--- config.mk ---
export PLATFORM = sky130hd
export DESIGN_NAME = seq_pattern_gen
export DESIGN_NICKNAME = d
export VERILOG_FILES = /design/src/rtl/seq_pattern_gen.sv
export SDC_FILE = /design/constraint.sdc
export NUM_CORES = 1
export LEC_CHECK = 0
export ABC_AREA = 1
export BUFFER_PORTS_ARGS = -buffer_cell sky130_fd_sc_hd__buf_2
export CAP_MARGIN = 20
export CORE_ASPECT_RATIO = 0.75
export CORE_MARGIN = 2
export CORE_UTILIZATION = 49
export CTS_BUF_LIST = sky130_fd_sc_hd__clkbuf_4
export DETAILED_ROUTE_END_ITERATION = 10
export PLACE_DENSITY_LB_ADDON = 0.3
export SYNTH_ARGS = -nofsm -noshare
export SYNTH_HDL_FRONTEND = slang
export SYNTH_SLANG_ARGS = --single-unit
--- constraint.sdc ---
create_clock -name clk -period 1.9 [get_ports clk]
set_clock_uncertainty 0.2 [all_clocks]
set_input_delay 0.475 -clock clk [delete_from_list [all_inputs] [get_ports clk]]
set_output_delay 0.475 -clock clk [all_outputs]
set_load 0.05 [all_outputs]
--- src/rtl/seq_pattern_gen.sv ---
// Serial pattern generator: takes a parallel pattern over valid/ready and shifts it out MSB first on A.
// Optional continuous-loop mode with a stop request is enabled by defining SEQ_GEN_LOOP_EN.
module seq_pattern_gen #(
    parameter int  WIDTH = 8,
    parameter int  GAP   = 0,
    localparam int LEN_W = $clog2(WIDTH) + 1
) (
    input  logic             clk,
    input  logic             rst,
    input  logic             in_valid,
    output logic             in_ready,
    input  logic [WIDTH-1:0] in_data,
    input  logic [LEN_W-1:0] in_len,
`ifdef SEQ_GEN_LOOP_EN
    input  logic             stop,
`endif
    output logic             A,
    output logic             A_valid,
    output logic             busy,
    output logic             done
);

    localparam int               GAP_W    = $clog2(GAP + 2);
    localparam logic [LEN_W-1:0] FULL_LEN = LEN_W'(WIDTH);

    typedef enum logic [1:0] {
        S_IDLE,
        S_SEND,
        S_GAP
    } state_t;

    state_t           state, state_d;
    logic [WIDTH-1:0] shift, shift_d;
    logic [WIDTH-1:0] pat, pat_d;
    logic [LEN_W-1:0] cnt, cnt_d;
    logic [LEN_W-1:0] plen, plen_d;
    logic [GAP_W-1:0] gap_cnt, gap_d;
    logic             a_d, a_valid_d, busy_d, done_d;
    logic             load_new, load_rep, restart;
    logic [WIDTH-1:0] load_data;
    logic [LEN_W-1:0] load_len, len_clamped;

    // A length of zero or beyond WIDTH means a full-width frame.
    assign len_clamped = (in_len == '0 || in_len > FULL_LEN) ? FULL_LEN : in_len;
    assign in_ready    = (state == S_IDLE) && !rst;

`ifdef SEQ_GEN_LOOP_EN
    logic stop_req, stop_req_d;

    assign restart = !(stop_req || stop);

    always_comb begin
        stop_req_d = stop_req || stop;
        if (state == S_IDLE) begin
            stop_req_d = 1'b0;
        end
    end

    always_ff @(posedge clk) begin
        if (rst) begin
            stop_req <= 1'b0;
        end else begin
            stop_req <= stop_req_d;
        end
    end
`else
    assign restart = 1'b0;
`endif

    always_comb begin
        state_d   = state;
        shift_d   = shift;
        pat_d     = pat;
        cnt_d     = cnt;
        plen_d    = plen;
        gap_d     = gap_cnt;
        a_d       = 1'b0;
        a_valid_d = 1'b0;
        busy_d    = busy;
        done_d    = 1'b0;
        load_new  = 1'b0;
        load_rep  = 1'b0;
        load_data = pat;
        load_len  = plen;

        unique case (state)
            S_IDLE: begin
                busy_d = 1'b0;
                if (in_valid) begin
                    load_new = 1'b1;
                end
            end
            // cnt holds the number of bits still to go after the one currently on A.
            S_SEND: begin
                if (cnt == '0) begin
                    if (GAP > 0) begin
                        state_d = S_GAP;
                        busy_d  = 1'b1;
                        gap_d   = GAP_W'(GAP - 1);
                    end else if (restart) begin
                        load_rep = 1'b1;
                    end else begin
                        state_d = S_IDLE;
                        busy_d  = 1'b0;
                    end
                end else begin
                    a_d       = shift[WIDTH-1];
                    a_valid_d = 1'b1;
                    shift_d   = {shift[WIDTH-2:0], 1'b0};
                    cnt_d     = cnt - LEN_W'(1);
                    done_d    = (cnt == LEN_W'(1));
                end
            end
            S_GAP: begin
                if (gap_cnt == '0) begin
                    if (restart) begin
                        load_rep = 1'b1;
                    end else begin
                        state_d = S_IDLE;
                        busy_d  = 1'b0;
                    end
                end else begin
                    gap_d = gap_cnt - GAP_W'(1);
                end
            end
            default: begin
                state_d = S_IDLE;
                busy_d  = 1'b0;
            end
        endcase

        if (load_new) begin
            load_data = in_data;
            load_len  = len_clamped;
            pat_d     = in_data;
            plen_d    = len_clamped;
        end

        // Loading puts the first bit on A immediately, so the frame starts the next cycle.
        if (load_new || load_rep) begin
            state_d   = S_SEND;
            a_d       = load_data[WIDTH-1];
            a_valid_d = 1'b1;
            busy_d    = 1'b1;
            shift_d   = {load_data[WIDTH-2:0], 1'b0};
            cnt_d     = load_len - LEN_W'(1);
            done_d    = (load_len == LEN_W'(1));
        end
    end

    always_ff @(posedge clk) begin
        if (rst) begin
            state   <= S_IDLE;
            shift   <= '0;
            pat     <= '0;
            cnt     <= '0;
            plen    <= '0;
            gap_cnt <= '0;
            A       <= 1'b0;
            A_valid <= 1'b0;
            busy    <= 1'b0;
            done    <= 1'b0;
        end else begin
            state   <= state_d;
            shift   <= shift_d;
            pat     <= pat_d;
            cnt     <= cnt_d;
            plen    <= plen_d;
            gap_cnt <= gap_d;
            A       <= a_d;
            A_valid <= a_valid_d;
            busy    <= busy_d;
            done    <= done_d;
        end
    end

endmodule

# ---- Word level (Yosys, flattened, before mapping)
# Cells that the tools add are included.
dict set report totals {
  register_bits 30
  inputBits 15
}
dict set report op_classes {
  add_sub_neg 3
  n_lt_le_gt_ge 1
  n_eq_ne 10
  n_mux 29
  bitwise 1
  reduce_logical 12
}
# operator n
set op_table {}
lappend op_table {{2-to-1 mux 8 bit} 4}
lappend op_table {{2-to-1 mux 4 bit} 5}
lappend op_table {{2-to-1 mux 1 bit} 16}
lappend op_table {{== test 4 x 1 -> 1 bit (second input constant)} 2}
lappend op_table {{zero test 4 bit} 2}
lappend op_table {{inequality test 2 bit (second input constant)} 4}
lappend op_table {{subtractor 4 x 1 -> 4 bit (second input constant)} 2}
lappend op_table {{inequality test 3 bit (second input constant)} 2}
lappend op_table {{case mux 2 bit (3 select lines)} 1}
lappend op_table {{AND reduction 3 bit} 2}
lappend op_table {{> comparator 4 bit (second input constant)} 1}
lappend op_table {{2-to-1 mux 2 bit} 2}
lappend op_table {{AND reduction 2 bit} 2}
lappend op_table {{== test 2 x 1 -> 1 bit (second input constant)} 1}
lappend op_table {{== test 2 bit (second input constant)} 1}
lappend op_table {{zero test 2 bit} 1}
lappend op_table {{case mux 1 bit (2 select lines)} 1}
lappend op_table {{nonzero test 2 bit} 1}
lappend op_table {{OR reduction 2 bit} 1}
lappend op_table {{logical AND 1 bit} 1}
lappend op_table {{zero test 1 bit} 1}
lappend op_table {{logical OR 1 bit} 1}
lappend op_table {{inverter 1 bit} 1}
lappend op_table {{subtractor 1 bit (second input constant)} 1}

# ---- Logic depth before layout (Yosys ltp)
# Gate-level depths: netlist (run 1).
dict set report depth {
  word_depth 6
  ltp_mapped 12
  mapped_depth_nobuf 12
}

# ---- Worst setup path before layout (run 1)
# Ideal clock, no wire load.
dict set report synth_path {
  path_type {input to output}
  start {input port rst}
  end {output port in_ready}
  t_arrival_ns 1.404
  required_ns 1.225
  path_slack_ns -0.179
  path_stages 3
  path_cell_list {buf_2 > buf_1 > nor2_1}
}
dict set report synth_via {
  elab_chain_len 2
}
# element line
set synth_lines {}
lappend synth_lines {{start: declaration} 9} ;# input logic rst,
lappend synth_lines {{zero test 1 bit} 45} ;# assign in_ready = (state == S_IDLE) && !rst;
lappend synth_lines {{logical AND 1 bit} 45}
lappend synth_lines {{end: declaration} 11} ;# output logic in_ready,
# No other way between the ends.

# ---- Final worst setup path (run 1)
dict set report layout_path {
  start {register state[0]}
  end {output port in_ready}
}
dict set report layout_via {
  elab_chain_len 2
}
# element line
set layout_lines {}
lappend layout_lines {{start: declaration} 32} ;# state_t state, state_d;
lappend layout_lines {{start signal: assignment} 164} ;# state <= state_d;
lappend layout_lines {{zero test 2 bit} 45}
lappend layout_lines {{logical AND 1 bit} 45}
# No other way between the ends.

==> impl_metrics.tcl, run 1 <==
set metrics [dict create \
    portBuffers 19 \
    place_congestion 0.803 \
    fin_util 0.637 \
    r2r_slack_ps 230 \
    cp_slowest_stage_delay_ps 330 \
    viasPerCell 4.85 \
    yosysSeqAreaShare 0.387 \
    avgSynthCellArea_um2 7.12 \
    reg2reg_to "cnt[1]" \
    drc 0 \
    fillers 171 \
    multi_input_area_um2 500 \
    htreeDepth 1 \
    initial_core_util 0.544 \
    area_growth_pct 17.1 \
    max_slew_margin 0.825 \
    final_cell_count_no_fill 186 \
    worstSetupStartpointType "flip-flop" \
    power_density_nw_per_um2 815 \
    routed.top_layer "met4" \
    clock_latency_ps 300 \
    crit_type "flip-flop to output port" \
    endpoint_kind "output port" \
    die_area_um2 2380 \
    antenna_cells_inserted 0 \
    yosysUniqueCellTypes 24 \
    root_buffer "clkbuf_4" \
    peakVddDrop_mv 0.435 \
    syn_area_um2 982 \
    hold_path_class "input pin to flip-flop" \
    nNetsFinal 183 \
    fmax_ghz 0.557 \
    ys_seq_elements 19 \
    dr.pass1.iters 4 \
    cp.arrival_ps 1120 \
    dpl.hpwl_mm 1.58 \
    finalCriticalPeriod_ps 1790 \
    cp_top_family "buffers and inverters" \
    wl_met3_um 139 \
    required_ps 1220 \
    synthesis.nets 156 \
    slowest_stage "dfxtp_1" \
    wl_mm 2.04 \
    r2r_cells 9 \
    cts_resized 0 \
    fin_ws_ps 105 \
    max_cap_viol_count 0 \
    wl_per_cell_um 11.0 \
    cts_made_buffers 3 \
    cp_cell_sequence "buf_4 > nor2_2 > buf_2" \
    vias 902 \
    detailedRoute.firstIterationViolations 21 \
    rsz0062_at_grt "no" \
    postSynthCellCount 138 \
    grt_first_pass_wirelength_mm 3.54 \
    seqCellArea_um2 380 \
    m1WireLength_um 929 \
    cts_hold_buf 0 \
    whs_ps 205 \
    dieWidth_um 55.7 \
    postCtsSetupRepairBufs 0 \
    yosysWarnings 0 \
    status "complete, no violations" \
    whs_path_depth 3 \
    met2_length_um 960 \
    r2r-start "state[0]" \
    grt_start_max_net_pins 13 \
    grt_pass1_vias 793 \
    cts.clk_slew.worst_paths_ps 100 \
    leakagePower_uw 0.000620 \
    die-height_um 42.8 \
    finalHoldViolations 0 \
    cts_tree "built" \
    pin_count 20 \
    antenna_found_initial 0 \
    grt_usage 0.197 \
    overflow 0 \
    slew_violations 0 \
    dp.cells 182 \
    ant_nets 0 \
    pre_cts_ws_ps -1.31 \
    std_cell_rows 13 \
    coreArea_um2 1810 \
    crit_fanout 4 \
    finalCritPeriodShare 0.945 \
    holdCritStartpoint "in_data[0]" \
    worst_slew_pin_slew_ps 262 \
    clkSinkCount 19 \
    finalSetupViolCount 0 \
    critPathBufInv 2 \
    clockBufferDepth 2 \
    hold_end "shift[1]" \
    drive_above_1_share 0.305 \
]
-- logic make-up (layout without fill, tap and decap cells) --
group / after synthesis / after routing / synth area share
AND/OR/NAND/NOR: 89 / 89 / 0.422
flip-flops: 19 / 19 / 0.387
buffers and inverters: 20 / 46 / 0.106
adder cells (fa/ha/maj): 3 / 3 / 0.0382
AO/OA/AOI/OAI: 7 / 7 / 0.0471
-- layout make-up --
class,count,area share
Tap cell,22,0.0239
Timing Repair Buffer,27,0.135
Clock buffer,4,0.0261
Multi-Input combinational cell,99,0.435
Sequential cell,19,0.331
Inverter,15,0.0490
-- layer usage --
metal / track usage / up-vias
met1: 0.247 / 405
met3: 0.0793 / 2
li1: - / 471
met5: 0 / -
met2: 0.312 / 24
met4: 0.0634 / 0
-- through the flow --
stage	setup TNS (ps)	total power, µW	instance area [µm²]
detailed placement	-1.31	724	1120
finish	0	938	1150
global route	0	997	1150
floorplan	0	656	985
CTS	0	940	1150
global placement	0	714	1120
-- flip-flops by register name, indices dropped and copies added, names as in the netlist --
signal   cells
A            1
A_valid      1
busy         1
cnt          4
done         1
plen         3
shift        7
state        1
-- worst max path at each step --
stage	to	cells after the start	start	slack (ps)
4_1_cts	in_ready	3	state[0]	100
5_1_grt	in_ready	3	state[0]	40
2_1_floorplan	cnt[1]	9	in_valid	40
3_5_place_dp	cnt[1]	9	in_len[0]	-1
6_report	in_ready	3	state[0]	110
3_3_place_gp	cnt[1]	9	in_len[0]	30
-- cells in the final DEF, fill, tap and decap left out, types with 2 or more instances in the layout --
cell type and instances:
inv_1 12, inv_2 3, nor2_2 2, clkbuf_4 4
nand2_4 2, dfxtp_1 19, nand2_2 3, a21oi_2 3
nand3_2 2, ha_1 3, nor2_1 11, nand2_1 56
buf_4 8, buf_2 19, nor2_4 2, a21oi_1 2
nand3_1 8
-- synth_stat cells, drive strengths merged --
cell   instances  area [µm²]
nand3         10        60.1
o21ai          2        10.0
ha             3        37.5
nor2          15        73.8
nor3           1        16.3
or2            1        6.26
nand4          1        6.26
inv           15        56.3
dfxtp         19         380
nand2         61         251
a21oi          5        36.3
buf            5        47.5
-- worst register-to-register path: cells and delay by family (launching register included) --
kind	cells	cell delay, ps
AO/OA/AOI/OAI	2	130
adder cells (fa/ha/maj)	1	280
buffers and inverters	1	70
flip-flops	1	330
AND/OR/NAND/NOR	5	620
-- power breakdown --
| group | switching, µW | internal, µW | total (µW) |
|---|---|---|---|
| clock network | 124 | 96.1 | 221 |
| logic | 171 | 94.8 | 265 |
| registers | 19.1 | 433 | 452 |
(Power assumes the default switching activity.)
==> inputs of run 2 (changes only) <==
==> constraint.sdc (replaced) <==
create_clock -name clk -period 1.9 [get_ports clk]
set_clock_uncertainty 0.2 [all_clocks]
set_input_delay 0.19 -clock clk [delete_from_list [all_inputs] [get_ports clk]]
set_output_delay 0.19 -clock clk [all_outputs]
set_load 0.05 [all_outputs]
==> run 2 against run 1 <==
Against the previous run:
- first-iteration DRC count shrank 9.5%
- register-to-register slack worse by 90 ps
- combinational power is 2% higher
- setup slack improved by 2.7 ps
- wire length fell by 2.5%
- global-route usage down 1.4 points
- sequential power hardly changed
- critical endpoint is now cnt[1]
- sequential cell count did not move
- via count grew 0.67%
- design area rose by 6.2%
==> impl_metrics.tcl, run 2 (synthesized netlist as in run 1, its figures left out) <==
set metrics [dict create \
    hold_path_class "input pin to flip-flop" \
    antenna_found_initial 0 \
    overflow 0 \
    worst_slew_pin_slew_ps 249 \
    nNetsFinal 189 \
    initial_core_util 0.544 \
    fin_util 0.676 \
    cp_top_family "buffers and inverters" \
    detailedRoute.firstIterationViolations 19 \
    power_uw 942 \
    critPathBufInv 2 \
    area_growth_pct 24.3 \
    fin_tns_setup_ps 0 \
    finalHoldViolations 0 \
    holdCritStartpoint "in_len[3]" \
    crit_start "in_len[0]" \
    antenna_cells_inserted 0 \
    fmax_ghz 0.558 \
    required_ps 1950 \
    peakVddDrop_mv 0.533 \
    htreeDepth 1 \
    cts.clk_slew.worst_paths_ps 100 \
    max_cap_viol_count 0 \
    cts_tree "built" \
    dr.pass1.iters 4 \
    crit_path_frequent_cell "nand2_1" \
    place_congestion 0.855 \
    root_buffer "clkbuf_4" \
    cp_cell_sequence "dlygate4sd3_1 > inv_1 > nor3_4 > a21oi_2 > ha_1 > or2_2 > o21ai_1 > nand2_1 > nand2_1" \
    finalCritPeriodShare 0.943 \
    mostFrequentLayoutCells "56 x nand2_1, 18 x dfxtp_1, 18 x buf_2" \
    endpoint_kind "flip-flop" \
    r2r-start "state[0]" \
    crit_type "input pin to flip-flop" \
    dieWidth_um 55.7 \
    wl_per_cell_um 10.4 \
    crit_fanout 2 \
    coreArea_um2 1810 \
    worstSetupStartpointType "input pin" \
    portBuffers 19 \
    clockBufferDepth 2 \
    r2r_slack_ps 140 \
    die_area_um2 2380 \
    cts_made_buffers 3 \
    status "complete, no violations" \
    pin_count 20 \
    power_density_nw_per_um2 771 \
    drc 0 \
    clkSinkCount 19 \
    cp.arrival_ps 1840 \
    largest_reg_flops 7 \
    finalSetupViolCount 0 \
    slowest_stage "dlygate4sd3_1" \
    grt_usage 0.183 \
    grt_first_pass_wirelength_mm 3.36 \
    leakagePower_uw 0.000643 \
    grt_pass1_vias 781 \
    std_cell_rows 13 \
    cp_slowest_stage_delay_ps 590 \
    die-height_um 42.8 \
    max_slew_margin 0.834 \
    dpl.hpwl_mm 1.42 \
    regMostFlops "shift" \
    ant_nets 0 \
    clock_latency_ps 300 \
    vias 908 \
    viasPerCell 4.73 \
    top_regs "shift (7), cnt (4), plen (3)" \
    rsz0062_at_grt "no" \
    slew_violations 0 \
    grt_start_max_net_pins 13 \
    final_common_cell "nand2_1" \
    wl_mm 1.99 \
    finalCriticalPeriod_ps 1790 \
    drive_above_1_share 0.271 \
]
run 2: power by group:
part           switching [µW]  total, µW  internal [µW]
Sequential               18.8        452            433
Combinational             168        270            103
Clock                     123        219           96.1
Total                     310        942            632
run 2: layer usage:
metal	global-route usage	vias to the layer above	share of wire
met5	0	-	0
met2	0.281	19	0.43
li1	-	485	-
met4	0.0439	0	0.0050
met3	0.0640	2	0.049
met1	0.246	402	0.51
run 2: final timing paths:
| path | end | cells after the start |
|---|---|---|
| max | cnt[1] | 9 |
| min reg2reg | shift[1] | 2 |
| max reg2reg | cnt[1] | 9 |
| min | done | 4 |
run 2: timing repair:
item,CTS,global route
resized for setup,0,1
setup buffers,0,2
hold endpoints to repair,9,0
hold buffers,10,0
setup endpoints to repair,0,1
run 2: final cells by class:
type | instances | area [µm²]
Multi-Input combinational cell | 99 | 498
Sequential cell | 19 | 382
Fill cell | 162 | 584
Clock buffer | 4 | 30.0
Inverter | 15 | 56.3
Tap cell | 22 | 27.5
Timing Repair Buffer | 33 | 228
run 2: metrics by stage:
| step | instances | setup slack, ps | instance area, µm² | hold WS [ps] |
|---|---|---|---|---|
| floorplan | 138 | 97.7 | 982 | 128 |
| global placement | 177 | 250 | 1080 | 217 |
| detailed placement | 177 | 203 | 1080 | 226 |
| CTS | 191 | 13.8 | 1210 | 55.8 |
| global route | 192 | 21.8 | 1220 | 47.4 |
| finish | 192 | 108 | 1220 | 55.6 |
run 2: worst register-to-register path: cells and delay by family, from the launching register on:
kind                       cells  cell delay [ps]
and+or+nand+nor                5              710
DFF                            1              340
adders and majority gates      1              280
AOI/OAI and AO/OA              2              130
buffers and inverters          1               70
==> inputs of run 3 (changes only) <==
--- a/config.mk
+++ b/config.mk
@@ -5,7 +5,6 @@
 export SDC_FILE = /design/constraint.sdc
 export NUM_CORES = 1
 export LEC_CHECK = 0
-export ABC_AREA = 1
 export BUFFER_PORTS_ARGS = -buffer_cell sky130_fd_sc_hd__buf_2
 export CAP_MARGIN = 20
 export CORE_ASPECT_RATIO = 0.75
@@ -13,7 +12,8 @@
 export CORE_UTILIZATION = 49
 export CTS_BUF_LIST = sky130_fd_sc_hd__clkbuf_4
 export DETAILED_ROUTE_END_ITERATION = 10
-export PLACE_DENSITY_LB_ADDON = 0.3
+export PLACE_DENSITY = 0.79
+export RECOVER_POWER = 25
 export SYNTH_ARGS = -nofsm -noshare
 export SYNTH_HDL_FRONTEND = slang
 export SYNTH_SLANG_ARGS = --single-unit
==> run 3 against run 2 <==
Against the previous run:
- area after synthesis down 6.5%
- sequential power down 0.9%
- combinational power up 13%
- register-to-register slack worse by 50 ps
- core utilization about the same
- non-clock buffer count up 1
- total power up 0.93%
- clock power down 9.6%
- via count up 0.11%
- critical endpoint unchanged
- largest cell class unchanged
==> impl_metrics.tcl, run 3 <==
set metrics [dict create \
    die-height_um 41.5 \
    avgSynthCellArea_um2 8.58 \
    grt_usage 0.218 \
    wl_mm 2.14 \
    synth_top_area_cell "dfxtp_1" \
    ys_seq_elements 18 \
    finalSetupViolCount 0 \
    dpl.hpwl_mm 1.44 \
    postSynthCellCount 107 \
    r2r_slack_ps 90 \
    grt_first_pass_wirelength_mm 3.53 \
    yosysWarnings 0 \
    largest_reg_flops 7 \
    drc 0 \
    fmax_ghz 0.553 \
    dieWidth_um 54.0 \
    coreArea_um2 1760 \
    top_regs "shift (7), cnt (4), plen (2)" \
    reg2reg_to "cnt[1]" \
    power_density_nw_per_um2 800 \
    status "complete, no violations" \
    pin_count 20 \
    r2r_cells 5 \
    mostFrequentLayoutCells "19 x buf_2, 17 x dfxtp_1, 11 x nor2_1" \
    max_cap_viol_count 0 \
    endpoint_kind "flip-flop" \
    ant_nets 0 \
    grt_pass1_vias 802 \
    max_slew_margin 0.742 \
    crit_type "flip-flop to flip-flop" \
    overflow 0 \
    portBuffers 19 \
    yosysUniqueCellTypes 32 \
    place_congestion 0.850 \
    yosysSeqAreaShare 0.392 \
    r2r-start "state[0]" \
    hold_path_class "input pin to flip-flop" \
    fin_util 0.677 \
    required_ps 1950 \
    htreeDepth 1 \
    synth_edf_count 0 \
    rsz0062_at_grt "yes" \
    clockBufferDepth 2 \
    crit_fanout 4 \
    clkSinkCount 18 \
    synthFlopType "dfxtp_1" \
    fillers 162 \
    synthMostInstantiatedCell "dfxtp_1" \
    drive_above_1_share 0.304 \
    cts_made_buffers 3 \
    fin_tns_setup_ps 0 \
    worst_slew_pin_slew_ps 385 \
    finalCriticalPeriod_ps 1810 \
    whs_ps 57.3 \
    yosys-top-cells-area "dfxtp_1 39%, a211oi_2 5.4%, nor2_1 4.5%, nor3_1 4.4%, ha_1 4.1%" \
    initial_core_util 0.523 \
    wl_per_cell_um 13.7 \
    final_common_cell "buf_2" \
    crit_start "state[0]" \
    synthesis.nets 125 \
    peakVddDrop_mv 0.551 \
    finalCritPeriodShare 0.952 \
    root_buffer "clkbuf_4" \
    worstSetupStartpointType "flip-flop" \
    antenna_found_initial 0 \
    ys_top_cells_by_count "18 x dfxtp_1, 11 x nor2_1, 8 x nand2_1, 8 x nor3_1, 7 x a21oi_1" \
    vias 909 \
    endpoint "cnt[1]" \
    dp.cells 142 \
    syn_area_um2 918 \
    detailedRoute.firstIterationViolations 14 \
    synth.top_cell.area_share 0.392 \
    final_cell_count_no_fill 157 \
    grt_start_max_net_pins 21 \
    async_reset_ff_frac 0 \
    regMostFlops "shift" \
    die_area_um2 2240 \
    cts_tree "built" \
    finalHoldViolations 0 \
    area_growth_pct 29.4 \
    clock_latency_ps 300 \
    std_cell_rows 13 \
    cp.arrival_ps 1860 \
    leakagePower_uw 0.000493 \
    power_uw 950 \
    dr.pass1.iters 4 \
    nNetsFinal 155 \
    cts.clk_slew.worst_paths_ps 100 \
    viasPerCell 5.79 \
    slew_violations 0 \
    antenna_cells_inserted 0 \
]
==> run 3: cell count changes after synthesis, moves of 4 or more <==
cell / change
nand2_1: -48
nor3_1: +8
nor4_1: +5
inv_1: -8
a211oi_2: +4
a21oi_1: +5
==> run 3: logic make-up (layout without fill, tap and decap cells) <==
kind of cell / Yosys count / in the layout / share of synthesized area
flops: 18 / 18 / 0.392
fa+ha+maj: 3 / 3 / 0.0409
compound gates: 21 / 21 / 0.170
xor+xnor: 1 / 1 / 0.00954
simple gates: 49 / 50 / 0.297
buf+inv: 14 / 41 / 0.0790
mux: 1 / 1 / 0.0109
==> run 3: layout make-up <==
type | count | area, µm² | share of cell area
Multi-Input combinational cell | 76 | 529 | 0.445
Timing Repair Buffer | 34 | 233 | 0.196
Inverter | 4 | 15.0 | 0.0126
Sequential cell | 18 | 362 | 0.304
Tap cell | 22 | 27.5 | 0.0232
Clock buffer | 3 | 22.5 | 0.0189
==> run 3: critical path, stage by stage, from the launching register on <==
cell       delay [ps]
dfxtp_2           370
nor4bb_4          290
a21oi_1           100
ha_1              310
a2111oi_2         360
a41o_1            130
==> run 3: how the worst min path moves through the flow <==
stage	start	end	slack [ps]	depth (start not counted)
after global routing	in_len[0]	cnt[0]	70	4
final	rst	plen[1]	60	2
after CTS	rst	plen[0]	50	2
after global placement	in_data[7]	A	240	3
after detailed placement	in_data[7]	A	240	3
after floorplan	in_data[7]	A	130	2
==> run 3: through the flow <==
| step | setup slack, ps | area (µm²) |
|---|---|---|
| after floorplan | 1.57 | 925 |
| after global placement | 90.4 | 1020 |
| after detailed placement | -12.4 | 1020 |
| after CTS | 15.1 | 1150 |
| after global routing | 8.85 | 1190 |
| final | 90.9 | 1190 |
==> run 3: power by group <==
group	internal [µW]	switching, µW
sequential	416	31.9
combinational	134	171
clock	74.2	124
total	624	327
==> run 3: what timing repair did <==
item	in CTS	in global routing
hold endpoints to repair	9	0
pin swaps	1	1
setup endpoints to repair	1	3
gates cloned	0	1
hold buffers	10	0
resized for setup	1	6
buffers inserted	1	0
==> run 3: metal layers <==
layer	up-vias	share of wire	global-route usage
met4	0	0.025	0.110
met2	25	0.44	0.298
met3	8	0.054	0.0827
met1	430	0.48	0.295
li1	446	-	-
met5	-	0	0
